**src/rtl/vc_input_stage.sv**
```systemverilog
// Virtual-channel input stage: pops words from the main FIFO and steers each one
// into a VC0/VC1 show-ahead FIFO by its class bit, with per-VC status and underflow flags.
module vc_input_stage #(
  parameter int DATA_WIDTH = 6,
  parameter int DEPTH      = 4,
  parameter int PTR_W      = 2,
  parameter int AF_THRESH  = 3,
  parameter int AE_THRESH  = 1
) (
  input  logic                  clk,
  input  logic                  reset,
  input  logic [DATA_WIDTH-1:0] data_in,
  input  logic                  empty_main,
  output logic                  pop_main,
  output logic [DATA_WIDTH-1:0] data_out_VC0,
  output logic [DATA_WIDTH-1:0] data_out_VC1,
  output logic                  empty_fifo_VC0,
  output logic                  empty_fifo_VC1,
  input  logic                  pop_VC0_fifo,
  input  logic                  pop_VC1_fifo,
  output logic                  almost_full_VC0,
  output logic                  almost_full_VC1,
  output logic                  almost_empty_VC0,
  output logic                  almost_empty_VC1,
  output logic                  error_VC0,
  output logic                  error_VC1
);

  localparam logic [PTR_W:0] DEPTH_C = (PTR_W+1)'(DEPTH);
  localparam logic [PTR_W:0] AF_C    = (PTR_W+1)'(AF_THRESH);
  localparam logic [PTR_W:0] AE_C    = (PTR_W+1)'(AE_THRESH);

  logic                  target;
  logic [1:0]            pop_req;
  logic [PTR_W:0]        count_reg [2];
  logic [DATA_WIDTH-1:0] head      [2];
  logic [1:0]            empty_w;
  logic [1:0]            af_w;
  logic [1:0]            ae_w;
  logic [1:0]            err_reg;

  assign target  = data_in[4];
  assign pop_req = {pop_VC1_fifo, pop_VC0_fifo};

  // Full check uses the registered count only, so a same-cycle pop never frees a slot early.
  assign pop_main = !reset && !empty_main && (count_reg[target] < DEPTH_C);

  genvar gi;
  generate
    for (gi = 0; gi < 2; gi++) begin : g_vc
      logic [DATA_WIDTH-1:0] mem [DEPTH];
      logic [PTR_W-1:0]      wr_ptr_reg;
      logic [PTR_W-1:0]      rd_ptr_reg;
      logic                  push_w;
      logic                  pop_w;

      assign push_w = pop_main && (target == 1'(gi));
      assign pop_w  = pop_req[gi] && (count_reg[gi] != '0);

      always_ff @(posedge clk) begin
        if (push_w) begin
          mem[wr_ptr_reg] <= data_in;
        end
      end

      always_ff @(posedge clk) begin
        if (reset) begin
          wr_ptr_reg    <= '0;
          rd_ptr_reg    <= '0;
          count_reg[gi] <= '0;
          err_reg[gi]   <= 1'b0;
        end else begin
          if (push_w) begin
            wr_ptr_reg <= wr_ptr_reg + 1'b1;
          end
          if (pop_w) begin
            rd_ptr_reg <= rd_ptr_reg + 1'b1;
          end
          case ({push_w, pop_w})
            2'b10:   count_reg[gi] <= count_reg[gi] + 1'b1;
            2'b01:   count_reg[gi] <= count_reg[gi] - 1'b1;
            default: count_reg[gi] <= count_reg[gi];
          endcase
          // Underflow is sticky until the next reset.
          if (pop_req[gi] && (count_reg[gi] == '0)) begin
            err_reg[gi] <= 1'b1;
          end
        end
      end

      assign empty_w[gi] = (count_reg[gi] == '0);
      assign af_w[gi]    = (count_reg[gi] >= AF_C);
      assign ae_w[gi]    = (count_reg[gi] <= AE_C);
      assign head[gi]    = empty_w[gi] ? '0 : mem[rd_ptr_reg];
    end
  endgenerate

  assign data_out_VC0     = head[0];
  assign data_out_VC1     = head[1];
  assign empty_fifo_VC0   = empty_w[0];
  assign empty_fifo_VC1   = empty_w[1];
  assign almost_full_VC0  = af_w[0];
  assign almost_full_VC1  = af_w[1];
  assign almost_empty_VC0 = ae_w[0];
  assign almost_empty_VC1 = ae_w[1];
  assign error_VC0        = err_reg[0];
  assign error_VC1        = err_reg[1];

endmodule

```
**config.mk**
```make
export PLATFORM = sky130hd
export DESIGN_NAME = vc_input_stage
export DESIGN_NICKNAME = d
export VERILOG_FILES = /design/src/rtl/vc_input_stage.sv
export SDC_FILE = /design/constraint.sdc
export NUM_CORES = 1
export LEC_CHECK = 0
export ABC_AREA = 1
export CAP_MARGIN = 10
export CORE_MARGIN = 5
export CORE_UTILIZATION = 56
export DETAILED_ROUTE_END_ITERATION = 6
export GPL_TIMING_DRIVEN = 0
export PLACE_DENSITY = 0.88
export SYNTH_ARGS = -nofsm -noshare
export SYNTH_HDL_FRONTEND = slang
export SYNTH_SLANG_ARGS = --single-unit
```
**constraint.sdc**
```tcl
create_clock -name clk -period 2.8 [get_ports clk]
set_input_delay 0.28 -clock clk [delete_from_list [all_inputs] [get_ports clk]]
set_output_delay 0.28 -clock clk [all_outputs]
set_load 0.03 [all_outputs]
```
==> results.json, run 1 <==
{
  "drive_gt1_frac": 0.105,
  "dr.pass1.iters": 4,
  "portBuffers": 30,
  "ios": 32,
  "rsz0062_at_grt": "false",
  "first_iter_violations": 147,
  "slowest_stage": "clkdlybuf4s50_1",
  "path_buf_inv": 3,
  "critical_path_class": "reg2out",
  "synth.distinct_cells": 29,
  "grt_pass1_wl_um": 9520,
  "cp_data_required_time_ps": 2520,
  "die_x_um": 85.0,
  "cts_tree": "built",
  "regArea_um2": 1900,
  "cp-end-kind": "primary output",
  "dp.cells": 400,
  "relSlewSlack": 0.598,
  "cts_sinks": 68,
  "clk_latency_ps": 340,
  "ys_ff_latch": 68,
  "core_um2": 5470,
  "post_cts_buffers": 0,
  "crit_fanout": 8,
  "cts_root_buf": "clkbuf_8",
  "grt_pass1_vias": 2110,
  "gp_congestion": 0.848,
  "fin_crit_ps": 2690,
  "multi_input_area_um2": 1070,
  "clk_path_buf_depth": 2,
  "htree_levels": 3,
  "die-height_um": 85.0,
  "cp-start-kind": "flip-flop",
  "tightest_slew_ps": 600,
  "hold_path.class": "in2reg",
  "finalHoldViolations": 0,
  "cts_buffers": 9,
  "worstHoldPathCells": 2,
  "syn_to_final_growth_pct": 19.2,
  "avgSynthCellArea_um2": 10.6,
  "path_cells": "inv_1 > ha_1 > nand2_2 > clkinv_1 > a21oi_1 > clkdlybuf4s50_1",
  "r2r_cells": 9,
  "cpPeakStageDelay_ps": 700,
  "grt_antenna_before_repair": 0,
  "num_rows": 27,
  "wl_um": 5780,
  "finish.net_count": 372,
  "gr-total-overflow": 0,
  "grt_use_total": 0.170,
  "drc": 0,
  "fin_worst_skew_ps": 4.72,
  "leakage_nw": 1.45,
  "cpLargestDelayFamily": "buffers and inverters",
  "hpwl_um": 4150,
  "hold_buffers": 0,
  "viasPerCell": 5.18,
  "cts.clk_slew.worst_paths_ps": 70,
  "tns_ps": 0,
  "post_cts_resized": 0,
  "p_total_mw": 2.55,
  "antenna_cells": 0,
  "seq_area_frac_synth": 0.604,
  "final_common_cell": "nor2_1",
  "largest_register_ffs": 48,
  "ant_nets": 0,
  "cp_num_cells": 6,
  "final_cells": 416,
  "final_cell_mix": "nor2_1 (75), edfxtp_1 (54), o21ai_0 (30), clkdlybuf4s50_1 (30), inv_1 (29)",
  "maxClockFrequency_ghz": 0.372,
  "status": "finished, final reports clean",
  "peakVddDrop_mv": 0.474,
  "maxCapViolCount": 0,
  "via_count": 2155,
  "crit_arrival_ps": 2410,
  "nFillCells": 396,
  "synth_area_um2": 3150,
  "syn_nets": 331,
  "die-area_um2": 7220,
  "p_per_area_nw_per_um2": 680,
  "grt_max_degree": 13,
  "slew_viol_final": 0,
  "ys.warnings.count": 0,
  "finalCritPeriodShare": 0.960,
  "start_util": 0.575,
  "setup_violations": 0,
  "wire_per_inst_um": 13.9,
  "syn_inst": 298
}
==> logic make-up (layout without fill, tap and decap cells) <==
kind of cell / count (synthesis) / count (layout) / share of synthesized area
simple gates: 109 / 109 / 0.155
flops: 68 / 68 / 0.604
fa+ha+maj: 22 / 22 / 0.0874
compound gates: 56 / 56 / 0.0930
xor+xnor: 2 / 2 / 0.00557
buf+inv: 41 / 87 / 0.0552
==> worst paths after layout <==
kind                                                    start                             to  slack [ps]
worst max register to register  count_reg[1][0]$_SDFFCE_PN0P_  count_reg[1][0]$_SDFFCE_PN0P_         570
worst min-delay path                                    reset         error_VC1$_SDFFE_PP0P_         190
worst min register to register         error_VC1$_SDFFE_PP0P_         error_VC1$_SDFFE_PP0P_         460
worst max-delay path            count_reg[1][0]$_SDFFCE_PN0P_                data_out_VC1[5]         110
==> final cells by class <==
| class | count | area share |
|---|---|---|
| plain buffers | 5 | 0.00900 |
| clock buffers | 9 | 0.0330 |
| clock inverters | 7 | 0.0243 |
| inverters | 36 | 0.0373 |
| multi-input cells | 189 | 0.286 |
| flip-flops and latches | 68 | 0.507 |
| well taps | 72 | 0.0240 |
| repair buffers | 30 | 0.0800 |
==> where the power goes <==
group / switching (mW) / total [mW] / internal (mW)
clock network: 0.363 / 0.860 / 0.498
logic: 0.332 / 0.533 / 0.201
registers: 0.0301 / 1.16 / 1.13
==> stage by stage <==
stage / hold WS (ps) / instance area (um2) / setup WS (ps) / utilization
4_1_cts: 179 / 3750 / 136 / 0.686
5_1_grt: 191 / 3750 / 23.1 / 0.686
3_3_place_gp: 439 / 3540 / 314 / 0.647
2_1_floorplan: 379 / 3150 / 792 / -
3_5_place_dp: 449 / 3540 / 242 / 0.647
6_report: 195 / 3750 / 111 / 0.686
==> synth_stat cells (all sizes together) <==
cell type,count,share of area
dfxtp,14,0.089
ha,22,0.087
nor3,1,0.0016
or2,2,0.0040
xor2,2,0.0056
a21oi,21,0.035
o21ai,33,0.054
edfxtp,54,0.52
clkinv,2,0.0024
clkbuf,2,0.0024
nand4,1,0.0068
inv,34,0.042
o21bai,2,0.0048
nor2,78,0.10
buf,3,0.0083
nand2,25,0.035
nand3,2,0.0072
==> metal layers <==
layer / vias to the layer above / GRT usage / wire length, um
li1: 1069 / - / -
met1: 993 / 0.200 / 2450
met2: 74 / 0.280 / 2750
met3: 19 / 0.0583 / 388
met4: 0 / 0.0835 / 191
met5: - / 0 / 0
(Power assumes the default switching activity.)
==> inputs of run 2 (changes only) <==
- CORE_UTILIZATION: 56 -> 45
- PLACE_DENSITY: 0.88 -> 0.75
==> results.json, run 2 (synthesized netlist as in run 1, its figures left out) <==
{
  "finish.net_count": 372,
  "peakVddDrop_mv": 0.317,
  "min_from": "reset",
  "portBuffers": 30,
  "slowest_stage": "clkdlybuf4s50_1",
  "pwr-share-clk": 0.309,
  "nFillCells": 632,
  "status": "finished, final reports clean",
  "rsz0062_at_grt": "false",
  "cp_num_cells": 6,
  "dr.pass1.iters": 4,
  "hpwl_um": 4010,
  "r2r_slack_ps": 570,
  "cp-end-kind": "primary output",
  "fin_worst_skew_ps": 7.81,
  "maxCapViolCount": 0,
  "die-area_um2": 8770,
  "finalCritPeriodShare": 0.943,
  "cts_sinks": 68,
  "path_buf_inv": 3,
  "tns_ps": 0,
  "ios": 32,
  "rr_endpoint": "count_reg[1][2]$_SDFFCE_PN0P_",
  "hold_buffers": 0,
  "finalHoldViolations": 0,
  "num_rows": 30,
  "cp_data_required_time_ps": 2520,
  "gp_congestion": 0.762,
  "p_switching_mw": 0.709,
  "post_cts_buffers": 0,
  "utilization": 0.552,
  "holdPathEnd": "error_VC0$_SDFFE_PP0P_",
  "syn_to_final_growth_pct": 19.2,
  "die-height_um": 93.6,
  "worstReg2RegStart": "count_reg[1][0]$_SDFFCE_PN0P_",
  "clk_path_buf_depth": 2,
  "cts_buffers": 9,
  "maxClockFrequency_ghz": 0.379,
  "clk_latency_ps": 340,
  "p_int_mw": 1.73,
  "core_um2": 6790,
  "setup_violations": 0,
  "fin_crit_ps": 2640,
  "wl_um": 5590,
  "cts_root_buf": "clkbuf_8",
  "cts_tree": "built",
  "ant_nets": 0,
  "wire_per_inst_um": 12.7,
  "r2r_cells": 9,
  "slew_viol_final": 0,
  "antenna_cells": 0,
  "grt_max_degree": 12,
  "dp.cells": 424,
  "die_x_um": 93.6,
  "grt_pass1_vias": 2056,
  "gr-total-overflow": 0,
  "grt_use_total": 0.144,
  "drive_gt1_frac": 0.0988,
  "detailed_place.area_um2": 3570,
  "via_count": 2049,
  "viasPerCell": 4.66,
  "critical_path_class": "reg2out",
  "final_cell_mix": "nor2_1 (75), edfxtp_1 (54), o21ai_0 (30), clkdlybuf4s50_1 (30), inv_1 (29)",
  "post_cts_resized": 0,
  "p_per_area_nw_per_um2": 651,
  "crit_arrival_ps": 2360,
  "path_cells": "inv_1 > ha_1 > nand2_2 > clkinv_1 > a21oi_1 > clkdlybuf4s50_1",
  "crit_fanout": 8,
  "worstHoldPathCells": 2,
  "multi_input_area_um2": 1070,
  "tightest_slew_ps": 568,
  "drc": 0,
  "relSlewSlack": 0.620,
  "start_util": 0.463,
  "fin_area_um2": 3750,
  "leakage_nw": 1.43,
  "final_cells": 440,
  "grt_pass1_wl_um": 9430,
  "regArea_um2": 1900,
  "cpPeakStageDelay_ps": 700,
  "final_common_cell": "nor2_1",
  "p_seq_frac": 0.475,
  "htree_levels": 3,
  "largest_register_ffs": 48,
  "cts.clk_slew.worst_paths_ps": 70,
  "switching_share": 0.290,
  "hold_path.class": "in2reg",
  "grt_antenna_before_repair": 0,
  "p_comb_frac": 0.216,
  "cp-start-kind": "flip-flop",
  "cpLargestDelayFamily": "buffers and inverters",
  "first_iter_violations": 83
}
[run 2: power by group through the flow]
| stage | clock, mW | sequential [mW] | combinational, mW |
|---|---|---|---|
| 4_1_cts | 0.770 | 1.16 | 0.532 |
| 6_report | 0.755 | 1.16 | 0.527 |
| 3_5_place_dp | 0 | 1.18 | 0.529 |
| 5_1_grt | 0.817 | 1.17 | 0.577 |
| 2_1_floorplan | 0 | 1.18 | 0.337 |
| 3_3_place_gp | 0 | 1.18 | 0.521 |
[run 2: metrics by stage]
stage                     setup WS, ps  hold WS, ps  power (mW)
final                              161          197        2.44
after global routing              36.1          202        2.56
after detailed placement           208          439        1.71
after global placement             285          442        1.70
after CTS                          141          180        2.46
after floorplan                    792          379        1.52
[run 2: worst max path at each step]
stage	startpoint	end	slack, ps
finish	count_reg[1][0]$_SDFFCE_PN0P_	data_out_VC1[4]	160
global route	count_reg[0][0]$_DFFE_PP_	data_out_VC0[0]	40
detailed placement	data_in[4]	count_reg[1][1]$_SDFFCE_PN0P_	210
global placement	data_in[4]	count_reg[1][1]$_SDFFCE_PN0P_	290
CTS	count_reg[1][0]$_SDFFCE_PN0P_	data_out_VC1[4]	140
floorplan	count_reg[1][0]$_SDFFCE_PN0P_	count_reg[1][0]$_SDFFCE_PN0P_	790
[run 2: per-layer routing]
layer  routed length, um  part of all wire  global-route usage
met1                2670              0.48               0.185
met2                2610              0.47               0.228
met3                 227             0.041              0.0257
met4                  84             0.015              0.0830
met5                   0                 0                   0
[run 2: worst register-to-register path, cell delays in order (launching register included)]
cell and delay [ps]:
edfxtp_1 450, inv_1 140, ha_1 170, nand2_2 70, nand2_2 100, inv_1 70
ha_1 220, or2_2 310, o21ai_2 190, o21ai_0 210
[run 2: layout make-up]
cell class / count / area share
Sequential cell: 68 / 0.507
Multi-Input combinational cell: 189 / 0.286
Timing Repair Buffer: 30 / 0.0801
Inverter: 36 / 0.0374
Clock buffer: 10 / 0.0340
Tap cell: 96 / 0.0320
Clock inverter: 6 / 0.0147
Buffer: 5 / 0.00901
==> inputs of run 3 (changes only) <==
- CAP_MARGIN: 10 -> not set
- CTS_CLUSTER_DIAMETER: not set -> 50
==> results of run 3 <==
Same layout as run 2: the final DEF is identical, and so are final timing and power.
